**src/rtl/seq_gen_pkg.sv**
```systemverilog
`default_nettype none
// +----------------------------------------------------------------------+
// | Module      : seq_gen_pkg                                            |
// | Description : Shared mode encodings, state enum and range helpers    |
// |               for the parametrised stepped-sequence generator.       |
// | Revision    : 1.0 - initial release                                  |
// +----------------------------------------------------------------------+
package seq_gen_pkg;

  // Widest sequence the helper functions can describe; callers size-cast down.
  localparam int MAX_W = 32;

  localparam logic [1:0] MODE_EVEN = 2'b00;
  localparam logic [1:0] MODE_ODD  = 2'b01;
  localparam logic [1:0] MODE_ALL  = 2'b10;

  typedef enum logic [1:0] {
    IDLE = 2'd0,
    RUN  = 2'd1,
    DONE = 2'd2
  } state_t;

  // The reserved encoding behaves exactly like even.
  function automatic logic [1:0] norm_mode(input logic [1:0] mode);
    return (mode == 2'b11) ? MODE_EVEN : mode;
  endfunction

  // All-ones value of a w-bit range, zero-extended to MAX_W.
  function automatic logic [MAX_W-1:0] range_mask(input int w);
    logic [MAX_W-1:0] m;
    m = '0;
    for (int i = 0; i < MAX_W; i++) begin
      if (i < w) m[i] = 1'b1;
    end
    return m;
  endfunction

  // Value a sequence starts from (and returns to after a wrap).
  function automatic logic [MAX_W-1:0] first_val(input logic [1:0] mode,
                                                 input logic       dir,
                                                 input int         w);
    logic [MAX_W-1:0] m;
    logic [MAX_W-1:0] r;
    m = range_mask(w);
    case (mode)
      MODE_ODD: r = dir ? m : MAX_W'(1);
      MODE_ALL: r = dir ? m : '0;
      default:  r = dir ? (m & ~MAX_W'(1)) : '0;
    endcase
    return r;
  endfunction

  // The end of the range is simply the start of the opposite direction.
  function automatic logic [MAX_W-1:0] last_val(input logic [1:0] mode,
                                                input logic       dir,
                                                input int         w);
    return first_val(mode, ~dir, w);
  endfunction

endpackage
`default_nettype wire

```
**src/rtl/seq_gen_step.sv**
```systemverilog
`default_nettype none
// +----------------------------------------------------------------------+
// | Module      : seq_gen_step                                           |
// | Description : Combinational successor value and end-of-range flag    |
// |               for the current sequence value.                        |
// | Revision    : 1.0 - initial release                                  |
// +----------------------------------------------------------------------+
module seq_gen_step
  import seq_gen_pkg::*;
#(
  parameter int WIDTH = 4
) (
  input  logic [WIDTH-1:0] q,
  input  logic [1:0]       mode,
  input  logic             dir,
  output logic [WIDTH-1:0] q_next,
  output logic             is_last
);

  logic [WIDTH-1:0] step;

  // Modulo-2^W step in the latched direction; compare against range end.
  always_comb begin
    step    = (mode == MODE_ALL) ? WIDTH'(1) : WIDTH'(2);
    q_next  = dir ? (q - step) : (q + step);
    is_last = (q == WIDTH'(last_val(mode, dir, WIDTH)));
  end

endmodule
`default_nettype wire

```
**src/rtl/seq_gen_param.sv**
```systemverilog
`default_nettype none
// +----------------------------------------------------------------------+
// | Module      : seq_gen_param                                          |
// | Description : Stepped even/odd/all number generator, up or down,     |
// |               with valid/ready output, loadable start, wrap or       |
// |               one-shot termination and complementary q/qbar.         |
// | Revision    : 1.0 - initial release                                  |
// +----------------------------------------------------------------------+
module seq_gen_param
  import seq_gen_pkg::*;
#(
  parameter int WIDTH    = 4,
  parameter bit ONE_SHOT = 1'b0
) (
  input  logic             clk,
  input  logic             rst,
  input  logic             start,
  input  logic             stop,
  input  logic [1:0]       mode,
  input  logic             dir,
  input  logic             load,
  input  logic [WIDTH-1:0] load_val,
  input  logic             out_ready,
  output logic [WIDTH-1:0] q,
  output logic [WIDTH-1:0] qbar,
  output logic             out_valid,
  output logic             wrap,
  output logic             done
);

  state_t           state_q, state_d;
  logic [1:0]       mode_q, mode_d;
  logic             dir_q, dir_d;
  logic [WIDTH-1:0] val_q, val_d;
  logic [WIDTH-1:0] qbar_q, qbar_d;
  logic             valid_q, valid_d;
  logic             done_q, done_d;

  logic [1:0]       start_mode;
  logic [WIDTH-1:0] start_val;
  logic [WIDTH-1:0] step_next;
  logic             step_last;
  logic             xfer;

  seq_gen_step #(.WIDTH(WIDTH)) u_step (
    .q       (val_q),
    .mode    (mode_q),
    .dir     (dir_q),
    .q_next  (step_next),
    .is_last (step_last)
  );

  // First value of a sequence started this cycle: range start or load_val
  // with its LSB forced to the parity the mode demands.
  always_comb begin
    start_mode = norm_mode(mode);
    if (load) begin
      start_val = load_val;
      if (start_mode == MODE_EVEN)     start_val[0] = 1'b0;
      else if (start_mode == MODE_ODD) start_val[0] = 1'b1;
    end else begin
      start_val = WIDTH'(first_val(start_mode, dir, WIDTH));
    end
  end

  // wrap must coincide with the handshake of the last value, so it is
  // decoded from registered state and the live out_ready.
  always_comb begin
    xfer = valid_q & out_ready;
    wrap = xfer & step_last;
  end

  // Next-state logic: start is only seen outside RUN, stop only inside.
  always_comb begin
    state_d = state_q;
    mode_d  = mode_q;
    dir_d   = dir_q;
    val_d   = val_q;
    valid_d = valid_q;
    done_d  = done_q;
    case (state_q)
      RUN: begin
        if (xfer) begin
          if (step_last) begin
            if (ONE_SHOT) begin
              state_d = DONE;
              valid_d = 1'b0;
              done_d  = 1'b1;
            end else begin
              val_d = WIDTH'(first_val(mode_q, dir_q, WIDTH));
            end
          end else begin
            val_d = step_next;
          end
        end
        // A completing one-shot takes priority over a coincident stop.
        if (stop && (state_d == RUN)) begin
          state_d = IDLE;
          valid_d = 1'b0;
        end
      end
      default: begin
        if (start) begin
          state_d = RUN;
          mode_d  = start_mode;
          dir_d   = dir;
          val_d   = start_val;
          valid_d = 1'b1;
          done_d  = 1'b0;
        end
      end
    endcase
    qbar_d = ~val_d;
  end

  // State and registered outputs.
  always_ff @(posedge clk) begin
    if (rst) begin
      state_q <= IDLE;
      mode_q  <= MODE_EVEN;
      dir_q   <= 1'b0;
      val_q   <= '0;
      qbar_q  <= '1;
      valid_q <= 1'b0;
      done_q  <= 1'b0;
    end else begin
      state_q <= state_d;
      mode_q  <= mode_d;
      dir_q   <= dir_d;
      val_q   <= val_d;
      qbar_q  <= qbar_d;
      valid_q <= valid_d;
      done_q  <= done_d;
    end
  end

  assign q         = val_q;
  assign qbar      = qbar_q;
  assign out_valid = valid_q;
  assign done      = done_q;

endmodule
`default_nettype wire

```
**config.mk**
```make
export PLATFORM = sky130hd
export DESIGN_NAME = seq_gen_param
export DESIGN_NICKNAME = d
export VERILOG_FILES = /design/src/rtl/seq_gen_pkg.sv /design/src/rtl/seq_gen_step.sv /design/src/rtl/seq_gen_param.sv
export SDC_FILE = /design/constraint.sdc
export NUM_CORES = 1
export LEC_CHECK = 0
export ABC_CLOCK_PERIOD_IN_PS = 2340
export CAP_MARGIN = 10
export CORE_UTILIZATION = 49
export CTS_BUF_LIST = sky130_fd_sc_hd__clkbuf_8
export CTS_CLUSTER_DIAMETER = 200
export DETAILED_ROUTE_END_ITERATION = 7
export GPL_TIMING_DRIVEN = 0
export HOLD_SLACK_MARGIN = 0.06
export PLACE_DENSITY = 0.82
export SETUP_SLACK_MARGIN = 0.05
export SLEW_MARGIN = 20
export SYNTH_ARGS = -nofsm -noshare
export SYNTH_HDL_FRONTEND = slang
export SYNTH_SLANG_ARGS = --single-unit
```
**constraint.sdc**
```tcl
create_clock -name clk -period 2.34 [get_ports clk]
set_input_delay 0.468 -clock clk [delete_from_list [all_inputs] [get_ports clk]]
set_output_delay 0.468 -clock clk [all_outputs]
set_load 0.005 [all_outputs]
```
==> out/qor_table.md, run 1 <==
| Result | This run |
|:---|:---|
| Fill cell instance count of the final layout | 117 |
| First-pass detailed-route iteration total | 4 |
| Post-DRT Antenna Nets | 0 |
| Max Root-Sink Buffers | 2 |
| Syn Area/Cell | 8.24 um^2 |
| Via count | 827 |
| Clk_lat worst skew | 0.24 ns |
| Register bit total from synthesis | 12 |
| Number of nets at the end of the flow | 153 |
| Vias in the first global route | 780 |
| Global Route Usage Sum | 0.231 |
| Rows | 14 |
| Main area contributors after synthesis | dfxtp_1 (28%), ha_1 (12%), a21oi_1 (7.1%) |
| Post-cts hold buffer count | 0 |
| Setup crit start | mode_q[0] |
| Async set-reset flop share out of synthesis | 0 |
| Tightest Hold Check Type | reg -> reg |
| Post-layout min period | 2.13 ns |
| Setup TNS Final | 0 ns |
| Setup crit end kind | primary output |
| Area added between synthesis and finish | 35.7% |
| Hold-critical path depth | 2 |
| Cells traversed along the worst timing path | inv_1, ha_1, nor2b_1, o311a_1, nand3_2, nor2_1, dlygate4sd2_1 |
| Power, Total | 0.000631 W |
| Required @ worst endpoint | 1.87 ns |
| Switching component of the power | 0.000167 W |
| Number of standard cells after synthesis | 103 |
| Worst R2R Path Depth | 10 |
| Starting utilization of the core area | 0.544 |
| Status | finished clean |
| Critical path endpoint | wrap |
| Share of power burned in combinational logic | 0.266 |
| Wire length of the first global-routing pass | 3.24 mm |
| Number of max-slew violations in the final report | 0 |
| Number of antenna violations at the first check in global routing | 0 |
| Count of buffer and inverter cells on the critical path | 2 |
| CP arrival | 1.66 ns |
| Unique cell type count in the Yosys netlist | 36 |
| Post-synth design cell area | 848 um^2 |
| CP max-delay cell | dfxtp_2 |
| Crit Path Category | reg -> out |
| Number of flops mapped to enable cells by yosys | 0 |
| Kind of cell adding the most delay to the critical path | flip-flops |
| Total DRC errors in the routed layout | 0 |
| Nets in the synthesized netlist | 125 |
| Power density cells | 548 nW/um^2 |
| Drt initial violations | 19 |
| Number of buffers inserted during clock tree synthesis | 3 |
| Total of buffers placed on input and output ports | 22 |
| Overall die width | 43.6 um |
| Hold Vio Cnt, Final | 0 |
| Switching part of the total power | 0.265 |
| Fraction of synthesized cell area taken by the top area cell type | 0.283 |
| Leading area contributor after synthesis | dfxtp_1 |
| DP HPWL | 1.51 mm |
| Die outline area | 1900 um^2 |
| DR WL/cell | 13.1 um |
| Clock power frac | 0.357 |
| Root buffer cell | clkbuf_8 |
| Core ar. | 1560 um^2 |
| Stages on worst setup path | 7 |
| Total wire length | 1.91 mm |
| Final period utilization | 0.909 |
| Clock input transition at the sequential cells of the worst setup and hold paths | 0.05 ns |
| CP Max Fanout | 3 |
| Share of power burned in registers | 0.377 |
| Post-DR vias/cell | 5.66 |
| Unrepaired setup endpoints after global routing | false |
| CTS H-Tree Depth | 1 |
| Synthesis warning total | 0 |
| Largest vdd supply drop | 0.398 mV |
| Clock sink total | 12 |
| Largest net degree at the start of global routing | 11 |
| Internal power component | 0.000464 W |
| Startpoint of the worst-slack reg-to-reg timing path | mode_q[0] |
| Skew final | 0.000993 ns |
| Total overflow reported by the global router | 0 |
| Number of top-level design ports | 24 |
| CTS tree | built |
| Ratio of cells with drive above 1 in the final layout | 0.115 |
| Placer's final routability congestion estimate | 0.764 |
| Upper clock frequency limit | 0.470 GHz |
| Top cells by count, synth | a21oi_1 (12), dfxtp_1 (12), nand2_1 (11), inv_1 (10), ha_1 (8) |
| Startpoint class of the critical path | flip-flop |
| Sequential area share after synthesis | 0.283 |
| Vert. Die Dim | 43.6 um |
| Most common flop cell mapped by yosys | dfxtp_1 |
| Reported max-cap violation count | 0 |
| Worst setup slack for register-to-register paths | 0.23 ns |
| Leakage | 0.514 nW |
| Final-report setup violation count | 0 |
| Critical Path Max Stage Delay | 0.34 ns |
| Count of inserted antenna diode cells | 0 |
[metal layers]
metal  vias up  share of wire  global-route usage
met5         -              0                   0
met1       380           0.43               0.282
met2        29           0.51               0.400
li1        416              -                   -
met3         2          0.048              0.0375
met4         0         0.0078              0.0938
[power groups by stage]
stage / logic (W) / clock network [W] / registers (W)
2_1_floorplan: 0.0000926 / 0 / 0.000240
3_3_place_gp: 0.000160 / 0 / 0.000240
3_5_place_dp: 0.000165 / 0 / 0.000242
4_1_cts: 0.000167 / 0.000227 / 0.000237
5_1_grt: 0.000185 / 0.000239 / 0.000240
6_report: 0.000168 / 0.000225 / 0.000238
[tightest hold or removal path, stage by stage (launching register included)]
cell and delay (ns):
dfxtp_2 0.32, nand2_1 0.05, a21oi_1 0.05
[worst min-delay path by stage]
stage / start / slack [ns] / endpoint
after floorplan: mode_q[1] / 0.45 / mode_q[1]
after global placement: mode_q[0] / 0.47 / mode_q[0]
after detailed placement: mode_q[1] / 0.48 / mode_q[1]
after CTS: mode_q[0] / 0.48 / mode_q[0]
after global routing: mode_q[0] / 0.49 / mode_q[0]
final: mode_q[0] / 0.47 / mode_q[0]
[what timing repair did]
action                     in CTS  in global routing
buffers inserted                1                  0
setup endpoints to repair       1                  2
pin swaps                       1                  0
gates resized for setup         3                  1
[placed cells by master, fill, tap and decap left out, types with 3 or more instances in the layout]
cell	Yosys	routed
clkdlybuf4s50_1	0	21
a21oi_1	12	12
nand2_1	11	11
dfxtp_1	12	11
inv_1	10	10
ha_1	8	8
nor2_1	5	5
buf_4	3	4
mux2i_1	4	4
clkbuf_8	0	4
nand2b_1	3	3
[per-stage QoR]
stage	worst slack [ns]	area (um^2)	cells	utilization	hold WS, ns
after global routing	0.0849	1150	146	0.738	0.493
after detailed placement	0.0543	1090	141	0.698	0.484
after CTS	0.110	1150	146	0.738	0.481
final	0.214	1150	146	0.738	0.473
after global placement	0.0466	1090	141	0.698	0.470
after floorplan	0.309	848	103	-	0.452
[cell type report]
class	instances	area, um^2	area share
multi-input cells	77	544	0.473
repair buffers	23	226	0.197
clock buffers	4	55.1	0.0478
flip-flops and latches	12	241	0.210
well taps	16	20.0	0.0174
inverters	11	41.3	0.0359
plain buffers	3	22.5	0.0196
[cell families after synthesis]
| family | count (synthesis) | share of synthesized area |
|---|---|---|
| AOI/OAI and AO/OA | 30 | 0.232 |
| xor gates and xnor gates | 1 | 0.0103 |
| adders and majority gates | 9 | 0.142 |
| buffers and inverters | 14 | 0.0752 |
| DFF | 12 | 0.283 |
| muxes | 5 | 0.0605 |
| other | 1 | 0.00442 |
| and+or+nand+nor | 31 | 0.193 |
Power figures use the tool's default switching activity.
==> run 2, diff against run 1 <==
Settings changed: ABC_CLOCK_PERIOD_IN_PS 2340 to 2600, CORE_UTILIZATION 49 to 52, HOLD_SLACK_MARGIN 0.06 to 0.03, PLACE_DENSITY 0.82 to 0.86.
Clock period 2.34 ns to 2.6 ns, I/O delays scaled along.
==> run 2 against run 1 <==
Effect of this change:
- non-clock buffer count did not move
- via count fell by 0.12%
- hold slack improved by 0.0024 ns
- setup slack got worse by 0.024 ns
- utilization rose by 1.7 points
- clock power fell by 28%
- routed wire length fell by 4.3%
- sequential power fell by 10%
- cell area fell by 1.1%
- sequential cell count did not move
- largest cell class unchanged
- clock-buffer cell count fell by 1
==> out/qor_table.md, run 2 (same netlist as run 1, synthesis figures left out) <==
| Result | This run |
|:---|:---|
| Tightest Hold Check Type | reg -> reg |
| First-pass detailed-route iteration total | 4 |
| Number of nets at the end of the flow | 153 |
| Final-report setup violation count | 0 |
| Total of buffers placed on input and output ports | 22 |
| Commonest cells after routing, fill and taps aside | clkdlybuf4s50_1 (22), a21oi_1 (12), nand2_1 (11), dfxtp_1 (11), inv_1 (10) |
| CTS H-Tree Depth | 1 |
| Switching part of the total power | 0.270 |
| Starting utilization of the core area | 0.563 |
| Clock power frac | 0.310 |
| Upper clock frequency limit | 0.415 GHz |
| Post-layout min period | 2.41 ns |
| Largest vdd supply drop | 0.404 mV |
| Share of power burned in registers | 0.405 |
| Placer's final routability congestion estimate | 0.767 |
| Vert. Die Dim | 42.4 um |
| CP arrival | 1.89 ns |
| Crit Path Category | reg -> out |
| DR WL/cell | 12.6 um |
| Power density cells | 464 nW/um^2 |
| Share of power burned in combinational logic | 0.285 |
| Grt met2 use | 0.397 |
| Total DRC errors in the routed layout | 0 |
| CP Max Fanout | 3 |
| Area occupied by multi-input gates | 544 um^2 |
| Post-DRT Antenna Nets | 0 |
| Via count | 826 |
| Max Root-Sink Buffers | 2 |
| Startpoint class of the critical path | flip-flop |
| GRT Max-Usage Layer | met2 |
| Wire length of the first global-routing pass | 3.15 mm |
| Status | finished clean |
| CTS tree | built |
| Required @ worst endpoint | 2.08 ns |
| Total overflow reported by the global router | 0 |
| Utilization after layout | 0.756 |
| Number of buffers inserted during clock tree synthesis | 3 |
| Skew final | 0.00675 ns |
| Overall die width | 42.4 um |
| Largest net degree at the start of global routing | 11 |
| Setup crit end kind | primary output |
| Post-DR vias/cell | 5.70 |
| Sequential cell area | 241 um^2 |
| Leakage | 0.502 nW |
| Number of max-slew violations in the final report | 0 |
| Root buffer cell | clkbuf_8 |
| Count of inserted antenna diode cells | 0 |
| Hold Vio Cnt, Final | 0 |
| Area added between synthesis and finish | 34.2% |
| Fraction of met1 tracks used by global routing | 0.286 |
| Met3 track demand over resource | 0.0259 |
| Number of top-level design ports | 24 |
| Fill cell instance count of the final layout | 119 |
| Internal power component | 0.000385 W |
| Rows | 14 |
| Clk_lat worst skew | 0.24 ns |
| Global Route Usage Sum | 0.232 |
| DP HPWL | 1.49 mm |
| Core ar. | 1510 um^2 |
| Ratio of cells with drive above 1 in the final layout | 0.109 |
| Clock sink total | 12 |
| Vias in the first global route | 740 |
| Clock input transition at the sequential cells of the worst setup and hold paths | 0.05 ns |
| Hold WS | 0.476 ns |
| Reported max-cap violation count | 0 |
| Drt initial violations | 25 |
| Setup TNS Final | 0 ns |
| Final period utilization | 0.927 |
| Leading cell type in the layout, fill and taps excluded | clkdlybuf4s50_1 |
| Total wire length | 1.83 mm |
| Die outline area | 1800 um^2 |
| Number of antenna violations at the first check in global routing | 0 |
| Switching component of the power | 0.000143 W |
| Post-cts hold buffer count | 0 |
| Unrepaired setup endpoints after global routing | false |
run 2: cell types whose count changed in the layout (fill, tap and decap cells not counted), sizes merged:
cell	before	now
clkbuf	4	3
clkdlybuf4s50	21	22
dlygate4sd2	1	0
run 2: metrics by stage:
step	power, W	setup slack, ns	cell area [um^2]	instances
floorplan	0.000299	0.569	848	103
global placement	0.000360	0.287	1090	141
detailed placement	0.000365	0.243	1090	141
CTS	0.000529	0.110	1140	145
global route	0.000555	0.0621	1140	145
finish	0.000528	0.189	1140	145
run 2: layout make-up:
type | instances | area share
buffer | 3 | 0.0198
clock buffer | 3 | 0.0363
inverter | 11 | 0.0363
multi-input combinational | 77 | 0.478
sequential | 12 | 0.212
tap | 16 | 0.0176
timing repair buffer | 23 | 0.200
run 2: layer usage:
layer / vias to the layer above / part of all wire
li1: 416 / -
met1: 371 / 0.43
met2: 32 / 0.51
met3: 7 / 0.040
met4: 0 / 0.025
met5: - / 0
run 2: final timing paths:
path / startpoint / endpoint / slack [ns] / cells after the start
hold / removal: mode_q[0] / mode_q[0] / 0.48 / 2
setup / recovery: mode_q[0] / wrap / 0.19 / 7
hold reg to reg: mode_q[0] / mode_q[0] / 0.48 / 2
setup reg to reg: mode_q[0] / flip-flop / 0.33 / 10
run 2: critical path: stages (launching register included):
cell             delay, ns
dfxtp_2               0.34
inv_1                 0.04
ha_1                  0.22
nor2b_1               0.16
o21ai_1               0.18
nand3_2               0.10
nor2_1                0.11
clkdlybuf4s50_1       0.50
run 2: power by group through the flow:
stage | clock, W | combinational [W] | sequential, W
2_1_floorplan | 0 | 0.0000834 | 0.000216
3_3_place_gp | 0 | 0.000144 | 0.000216
3_5_place_dp | 0 | 0.000148 | 0.000217
4_1_cts | 0.000165 | 0.000151 | 0.000213
5_1_grt | 0.000173 | 0.000166 | 0.000216
6_report | 0.000163 | 0.000151 | 0.000214
run 2: timing repair:
item                                    4_1_cts  5_1_grt
buffers inserted                              1        0
endpoints found under the setup margin        1        1
resized for setup                             0        2
endpoints found under the hold margin         0        0
pin swaps                                     1        1
